File: config.mk
export PLATFORM = sky130hd
export DESIGN_NAME = mem_access_ctrl_flat
export DESIGN_NICKNAME = d
export VERILOG_FILES = /design/src/rtl/mem_access_ctrl_if.sv /design/src/rtl/mem_access_ctrl.sv /design/src/flat_wrapper.sv
export SDC_FILE = /design/constraint.sdc
export NUM_CORES = 1
export LEC_CHECK = 0
export ABC_AREA = 1
export BUFFER_PORTS_ARGS = -buffer_cell sky130_fd_sc_hd__buf_2
export CAP_MARGIN = 20
export CELL_PAD_IN_SITES_DETAIL_PLACEMENT = 1
export CELL_PAD_IN_SITES_GLOBAL_PLACEMENT = 1
export CORE_ASPECT_RATIO = 1.25
export CORE_MARGIN = 4
export CORE_UTILIZATION = 27
export CTS_CLUSTER_DIAMETER = 150
export CTS_CLUSTER_SIZE = 30
export DETAILED_ROUTE_END_ITERATION = 8
export GPL_ROUTABILITY_DRIVEN = 0
export PLACE_DENSITY_LB_ADDON = 0.3
export RECOVER_POWER = 50
export SETUP_SLACK_MARGIN = 0.15
export SLEW_MARGIN = 20
export SYNTH_ARGS = -nofsm -noshare
export SYNTH_HDL_FRONTEND = slang
export SYNTH_SLANG_ARGS = --single-unit
File: constraint.sdc
create_clock -name clk -period 1.6 [get_ports clk]
set_clock_uncertainty 0.2 [all_clocks]
set_input_delay 0.24 -clock clk [delete_from_list [all_inputs] [get_ports clk]]
set_output_delay 0.24 -clock clk [all_outputs]
set_load 0.005 [all_outputs]
File: src/rtl/mem_access_ctrl_if.sv
// Data-memory port bundle between the MEM-stage sequencer and the data memory.
// Latency: none (wires only).
// Backpressure: the memory holds off completion by withholding the dmem_resp pulse.
//
// Ports (master = sequencer, slave = memory):
//   dmem_address, dmem_read, dmem_write, dmem_wdata, dmem_byte_en : master -> slave
//   dmem_rdata, dmem_resp                                         : slave -> master
interface mem_access_ctrl_if #(
    parameter int DATA_W = 16
);
    logic [DATA_W-1:0] dmem_address;
    logic              dmem_read;
    logic              dmem_write;
    logic [DATA_W-1:0] dmem_wdata;
    logic [1:0]        dmem_byte_en;
    logic [DATA_W-1:0] dmem_rdata;
    logic              dmem_resp;

    modport master (
        output dmem_address, dmem_read, dmem_write, dmem_wdata, dmem_byte_en,
        input  dmem_rdata, dmem_resp
    );

    modport slave (
        input  dmem_address, dmem_read, dmem_write, dmem_wdata, dmem_byte_en,
        output dmem_rdata, dmem_resp
    );
endinterface

File: src/rtl/mem_access_ctrl.sv
// LC-3b MEM-stage sequencer: single and indirect (LDI/STI) data accesses, byte formatting.
// Latency: a single access completes in its MEM cycle on a zero-wait memory; indirect costs +1 cycle plus wait states.
// Backpressure: stall_o holds upstream until the final dmem_resp; HOLD parks the result while advance_i is low.
//
// Ports:
//   clk, reset            clock, synchronous active-high reset
//   valid_i               EX/MEM holds a live instruction
//   mem_read_i/_write_i   control word access type
//   is_ldi_i/is_sti_i     indirect access; is_byte_i: LDB/STB
//   addr_i, sdata_i       effective address, store data
//   advance_i             MEM/WB loads this cycle
//   dmem                  data-memory port (master side)
//   load_data_o           formatted load data to regfilemux
//   stall_o               hold all upstream stages
module mem_access_ctrl #(
    parameter int DATA_W = 16
) (
    input  logic              clk,
    input  logic              reset,
    input  logic              valid_i,
    input  logic              mem_read_i,
    input  logic              mem_write_i,
    input  logic              is_ldi_i,
    input  logic              is_sti_i,
    input  logic              is_byte_i,
    input  logic [DATA_W-1:0] addr_i,
    input  logic [DATA_W-1:0] sdata_i,
    input  logic              advance_i,
    mem_access_ctrl_if.master dmem,
    output logic [DATA_W-1:0] load_data_o,
    output logic              stall_o
);

    typedef enum logic [1:0] {
        IDLE = 2'd0,
        IND  = 2'd1,
        HOLD = 2'd2
    } state_t;

    state_t            state_q;
    state_t            state_d;
    logic [DATA_W-1:0] ind_addr_q;
    logic [DATA_W-1:0] data_q;

    logic              acc;
    logic              ind;
    logic              complete;
    logic [7:0]        rd_byte;
    logic [DATA_W-1:0] fmt_data;

    assign acc = valid_i & (mem_read_i | mem_write_i);
    assign ind = is_ldi_i | is_sti_i;

    // Byte loads only happen on a non-indirect first access; the second
    // access of LDI is always a full word.
    assign rd_byte  = addr_i[0] ? dmem.dmem_rdata[15:8] : dmem.dmem_rdata[7:0];
    assign fmt_data = (state_q == IDLE && is_byte_i && !ind) ?
                      {{8{rd_byte[7]}}, rd_byte} : dmem.dmem_rdata;

    always_comb begin
        state_d           = state_q;
        dmem.dmem_read    = 1'b0;
        dmem.dmem_write   = 1'b0;
        dmem.dmem_address = {addr_i[DATA_W-1:1], 1'b0};
        dmem.dmem_wdata   = sdata_i;
        dmem.dmem_byte_en = 2'b11;
        load_data_o       = data_q;
        stall_o           = 1'b0;
        complete          = 1'b0;

        case (state_q)
            IDLE: begin
                if (acc) begin
                    if (ind) begin
                        // First half of LDI/STI fetches the pointer word,
                        // even for STI.
                        dmem.dmem_read = 1'b1;
                    end else begin
                        dmem.dmem_write = mem_write_i;
                        dmem.dmem_read  = mem_read_i & ~mem_write_i;
                        if (is_byte_i) begin
                            dmem.dmem_address = addr_i;
                            dmem.dmem_byte_en = addr_i[0] ? 2'b10 : 2'b01;
                            dmem.dmem_wdata   = {sdata_i[7:0], sdata_i[7:0]};
                        end
                    end

                    if (dmem.dmem_resp) begin
                        if (ind) begin
                            state_d = IND;
                        end else begin
                            complete = 1'b1;
                        end
                    end
                    stall_o = ~(dmem.dmem_resp & ~ind);
                end
            end

            IND: begin
                dmem.dmem_address = {ind_addr_q[DATA_W-1:1], 1'b0};
                dmem.dmem_read    = ~is_sti_i;
                dmem.dmem_write   = is_sti_i;
                if (dmem.dmem_resp) begin
                    complete = 1'b1;
                end else begin
                    stall_o = 1'b1;
                end
            end

            HOLD: begin
                // Result is parked in data_q; nothing re-issues while a
                // downstream stage keeps the pipeline frozen.
                if (advance_i) begin
                    state_d = IDLE;
                end
            end

            default: begin
                state_d = IDLE;
            end
        endcase

        if (complete) begin
            load_data_o = fmt_data;
            state_d     = advance_i ? IDLE : HOLD;
        end

        // Reset kills the request in the same cycle; a response arriving
        // now is dropped.
        if (reset) begin
            dmem.dmem_read  = 1'b0;
            dmem.dmem_write = 1'b0;
            stall_o         = 1'b0;
            load_data_o     = '0;
            complete        = 1'b0;
            state_d         = IDLE;
        end
    end

    always_ff @(posedge clk) begin
        if (reset) begin
            state_q    <= IDLE;
            ind_addr_q <= '0;
            data_q     <= '0;
        end else begin
            state_q <= state_d;
            if (state_q == IDLE && acc && ind && dmem.dmem_resp) begin
                ind_addr_q <= dmem.dmem_rdata;
            end
            if (complete) begin
                data_q <= fmt_data;
            end
        end
    end

endmodule

File: src/flat_wrapper.sv
// flat-port wrapper written by rule: the top's interface ports become plain ports
module mem_access_ctrl_flat 
#(
    parameter int DATA_W = 16
)
  (clk, reset, valid_i, mem_read_i, mem_write_i, is_ldi_i, is_sti_i, is_byte_i, addr_i, sdata_i, advance_i, load_data_o, stall_o, dmem_dmem_address, dmem_dmem_read, dmem_dmem_write, dmem_dmem_wdata, dmem_dmem_byte_en, dmem_dmem_rdata, dmem_dmem_resp);
  mem_access_ctrl_if #(.DATA_W(DATA_W)) dmem_i ();
  input  logic clk;
  input  logic reset;
  input  logic valid_i;
  input  logic mem_read_i;
  input  logic mem_write_i;
  input  logic is_ldi_i;
  input  logic is_sti_i;
  input  logic is_byte_i;
  input  logic [DATA_W-1:0] addr_i;
  input  logic [DATA_W-1:0] sdata_i;
  input  logic advance_i;
  output logic [DATA_W-1:0] load_data_o;
  output logic stall_o;
  output wire logic [$bits(dmem_i.dmem_address)-1:0] dmem_dmem_address;
  output wire logic [$bits(dmem_i.dmem_read)-1:0] dmem_dmem_read;
  output wire logic [$bits(dmem_i.dmem_write)-1:0] dmem_dmem_write;
  output wire logic [$bits(dmem_i.dmem_wdata)-1:0] dmem_dmem_wdata;
  output wire logic [$bits(dmem_i.dmem_byte_en)-1:0] dmem_dmem_byte_en;
  input wire logic [$bits(dmem_i.dmem_rdata)-1:0] dmem_dmem_rdata;
  input wire logic [$bits(dmem_i.dmem_resp)-1:0] dmem_dmem_resp;
  assign dmem_dmem_address = dmem_i.dmem_address;
  assign dmem_dmem_read = dmem_i.dmem_read;
  assign dmem_dmem_write = dmem_i.dmem_write;
  assign dmem_dmem_wdata = dmem_i.dmem_wdata;
  assign dmem_dmem_byte_en = dmem_i.dmem_byte_en;
  assign dmem_i.dmem_rdata = dmem_dmem_rdata;
  assign dmem_i.dmem_resp = dmem_dmem_resp;
  mem_access_ctrl #(.DATA_W(DATA_W)) u_core (.clk(clk), .reset(reset), .valid_i(valid_i), .mem_read_i(mem_read_i), .mem_write_i(mem_write_i), .is_ldi_i(is_ldi_i), .is_sti_i(is_sti_i), .is_byte_i(is_byte_i), .addr_i(addr_i), .sdata_i(sdata_i), .advance_i(advance_i), .dmem(dmem_i), .load_data_o(load_data_o), .stall_o(stall_o));
endmodule
==> flow_metrics.tcl <==
set metrics [dict create \
    status "finished, violations left" \
    violations "negative setup slack" \
    finalSetupViolations 46 \
    top_layer "met4" \
    dp_slack_ns -0.280 \
    initial_utilization_pct 27.7 \
    cts_tree "done" \
    path_buf_inv 2 \
    core_mm2 0.00779 \
    diodes 0 \
    synthMuxAreaShare_pct 0 \
    dp_hpwl_mm 6.16 \
    cts-htree-levels 2 \
    grtUsageTotal_pct 16.8 \
    drt_iter0_drc 72 \
    final_cell_mix "108 x buf_2, 99 x nand2_1, 50 x inv_1, 33 x a21oi_1, 31 x dfxtp_1" \
    grt_pass1_wl_mm 12.6 \
    synth_top_family_by_area "simple AND/OR/NAND/NOR gates" \
    yosys_register_bits 33 \
    yosys.area_share.xor_xnor_pct 0 \
    cp_slowest_cell "dfxtp_2" \
    hold_path.startpoint "dmem_dmem_rdata[4]" \
    syn_area_per_cell_um2 6.00 \
    die_x_um 88.0 \
    ir_drop_uv 306 \
    rows 36 \
    grt_pass1_vias 2694 \
    crit_chain "nor2_4 -> inv_2 -> nor2_8 -> nand2_8 -> nand2_8 -> nand2_2 -> a21oi_2 -> buf_2" \
    worstHoldEndpoint "u_core.ind_addr_q[4]" \
    vias 2673 \
    pwr_density_cell_mw_per_mm2 647 \
    end_kind "primary output" \
    finalCritPeriodShare_pct 127 \
    die-area_mm2 0.00951 \
    synth_fp_nets 418 \
    synth_simple_gate_area_share_pct 32.7 \
    worstPathMaxFanout 9 \
    async_flop_share_pct 0 \
    tightest_slew_ns 0.465 \
    grt_max_degree 32 \
    fin_setup_tns_ns -16.41 \
    worstSkewPairLatency_ns 0.29 \
    p_leak_uw 0.00175 \
    max_freq_mhz 491 \
    vias_per_cell 4.58 \
    gr-total-overflow 0 \
    antenna_found_initial 0 \
    syn_inst 360 \
    fin_cells 583 \
    final_common_cell "buf_2" \
    timing.critical_path.from_type "flop" \
    first_pass_iters 4 \
    wl_met1_mm 3.21 \
    seq_area_frac_synth_pct 30.6 \
    slew-limit-headroom_pct 69.0 \
    synth_compound_area_share_pct 19.7 \
    power.total_uw 2200 \
    cts.sinks 33 \
    worst_r2r_endpoint "u_core.state_q[0]" \
    crit_type "reg2out" \
    drive_above_1_share_pct 47.3 \
    synth_area_mm2 0.00216 \
    period_needed_ns 2.04 \
    yosys-top-cells-area "dfxtp_1 31%, nand2_1 19%, a21oi_1 12%, inv_1 9.7%, o21ai_0 7.2%" \
    path_clk_slew_ns 0.07 \
    yosys_warnings 0 \
    cts_buffers 5 \
    io_buffers 110 \
    yosys.cell_types.count 22 \
    critPathMaxStageDelay_ns 0.34 \
    place_area_mm2 0.00304 \
    pin_count 111 \
    wire_per_inst_um 13.8 \
    route.met3.wl_um 440 \
    finalHoldViolations 0 \
    clockRootBuffer "clkbuf_8" \
    r2r_slack_ns -0.03 \
    synthFlopType "dfxtp_1" \
    reg2reg_from "u_core.state_q[0]" \
    synth_edf_count 0 \
    die_h_um 108 \
    whs_path_depth 3 \
    worst_slack_ns -0.437 \
    rsz0062_at_grt "yes" \
    yosys.area.top_type_share_pct 30.6 \
    n_fill_cell 1086 \
    hold_class "in2reg" \
    drt.antenna.violating_nets 0 \
    post-place-cells 570 \
    met2RoutedLength_mm 4.26 \
    crit_family "simple AND/OR/NAND/NOR gates" \
    critical_path_required_ns 1.16 \
    drt-total-wl_mm 8.06 \
    maxCapViolations 0 \
    final-max-slew-violation-count 0 \
    drc 0 \
    crit_top_cell "nand2_8" \
    worstPathArrival_ns 1.60 \
    yosysTopAreaCell "dfxtp_1" \
    layout.nets 545 \
    synth_fa_ha_area_share_pct 0 \
    area_growth_pct 57.0 \
    worst_r2r_path_depth 9 \
    clk_path_buf_depth 2 \
    fin_area_mm2 0.00339 \
]
flip-flops by register name, summed over array words and instances, names as in the netlist:
signal             count
u_core.ind_addr_q     15
u_core.state_q         2
u_core.data_q         16
worst min-delay path, delay by kind of cell:
| kind | cells | cell delay (ns) |
|---|---|---|
| compound gates | 2 | 0.16 |
| buf+inv | 1 | 0.08 |
worst max-delay path by stage:
| stage | to | slack, ns | cells past startpoint | from |
|---|---|---|---|---|
| global route | dmem_dmem_address[5] | -0.50 | 7 | u_core.state_q[0] |
| finish | load_data_o[12] | -0.44 | 8 | u_core.state_q[0] |
| detailed placement | dmem_dmem_wdata[13] | -0.28 | 9 | mem_write_i |
| floorplan | load_data_o[10] | -0.08 | 8 | u_core.state_q[1] |
| CTS | dmem_dmem_wdata[9] | -0.42 | 9 | u_core.state_q[0] |
| global placement | dmem_dmem_wdata[15] | -0.25 | 9 | mem_write_i |
stage by stage:
stage	hold WS, ns	util [%]
floorplan	0.211	-
global placement	0.238	39.0
detailed placement	0.244	39.0
CTS	0.0241	42.2
global route	0.0415	43.5
finish	0.0304	43.5
cells by family (layout without fill, tap and decap cells):
family,Yosys count,after routing
buf+inv,84,211
flops,33,33
simple gates,159,160
compound gates,84,84
power breakdown:
group	total, µW	switching [µW]	internal [µW]
Sequential	877	13.9	863
Clock	701	312	389
Combinational	617	346	271
metal layers:
| metal | global-route usage (%) | vias to the layer above |
|---|---|---|
| met4 | 4.86 | 0 |
| met1 | 18.7 | 1224 |
| met3 | 3.51 | 14 |
| met5 | 0 | - |
| met2 | 31.4 | 63 |
| li1 | - | 1372 |
final cells by class:
| type | count | area (µm²) | share of cell area, % |
|---|---|---|---|
| multi-input combinational | 244 | 1400 | 41.2 |
| timing repair buffer | 143 | 878 | 25.9 |
| sequential | 33 | 663 | 19.5 |
| inverter | 60 | 234 | 6.90 |
| tap | 95 | 119 | 3.50 |
| clock buffer | 7 | 96.3 | 2.84 |
| clock inverter | 1 | 5.00 | 0.148 |
repair_timing:
action	CTS	global route
gates resized for setup	34	25
setup endpoints to repair	67	78
pin swaps	2	1
endpoints found under the hold margin	0	0
gates cloned	1	1
hold buffers	0	0
buffers inserted	2	1
synthesized netlist by cell type (2+ instances only):
library cell,number
o21ai_0,31
buf_2,4
nand2_4,2
inv_1,56
inv_2,2
nor2_1,8
buf_4,8
nand3_2,2
nand3_1,25
a21oi_1,51
clkbuf_1,10
clkinv_1,2
nand2_1,109
dfxtp_1,33
nand2_2,10
Power figures use the tool's default switching activity.
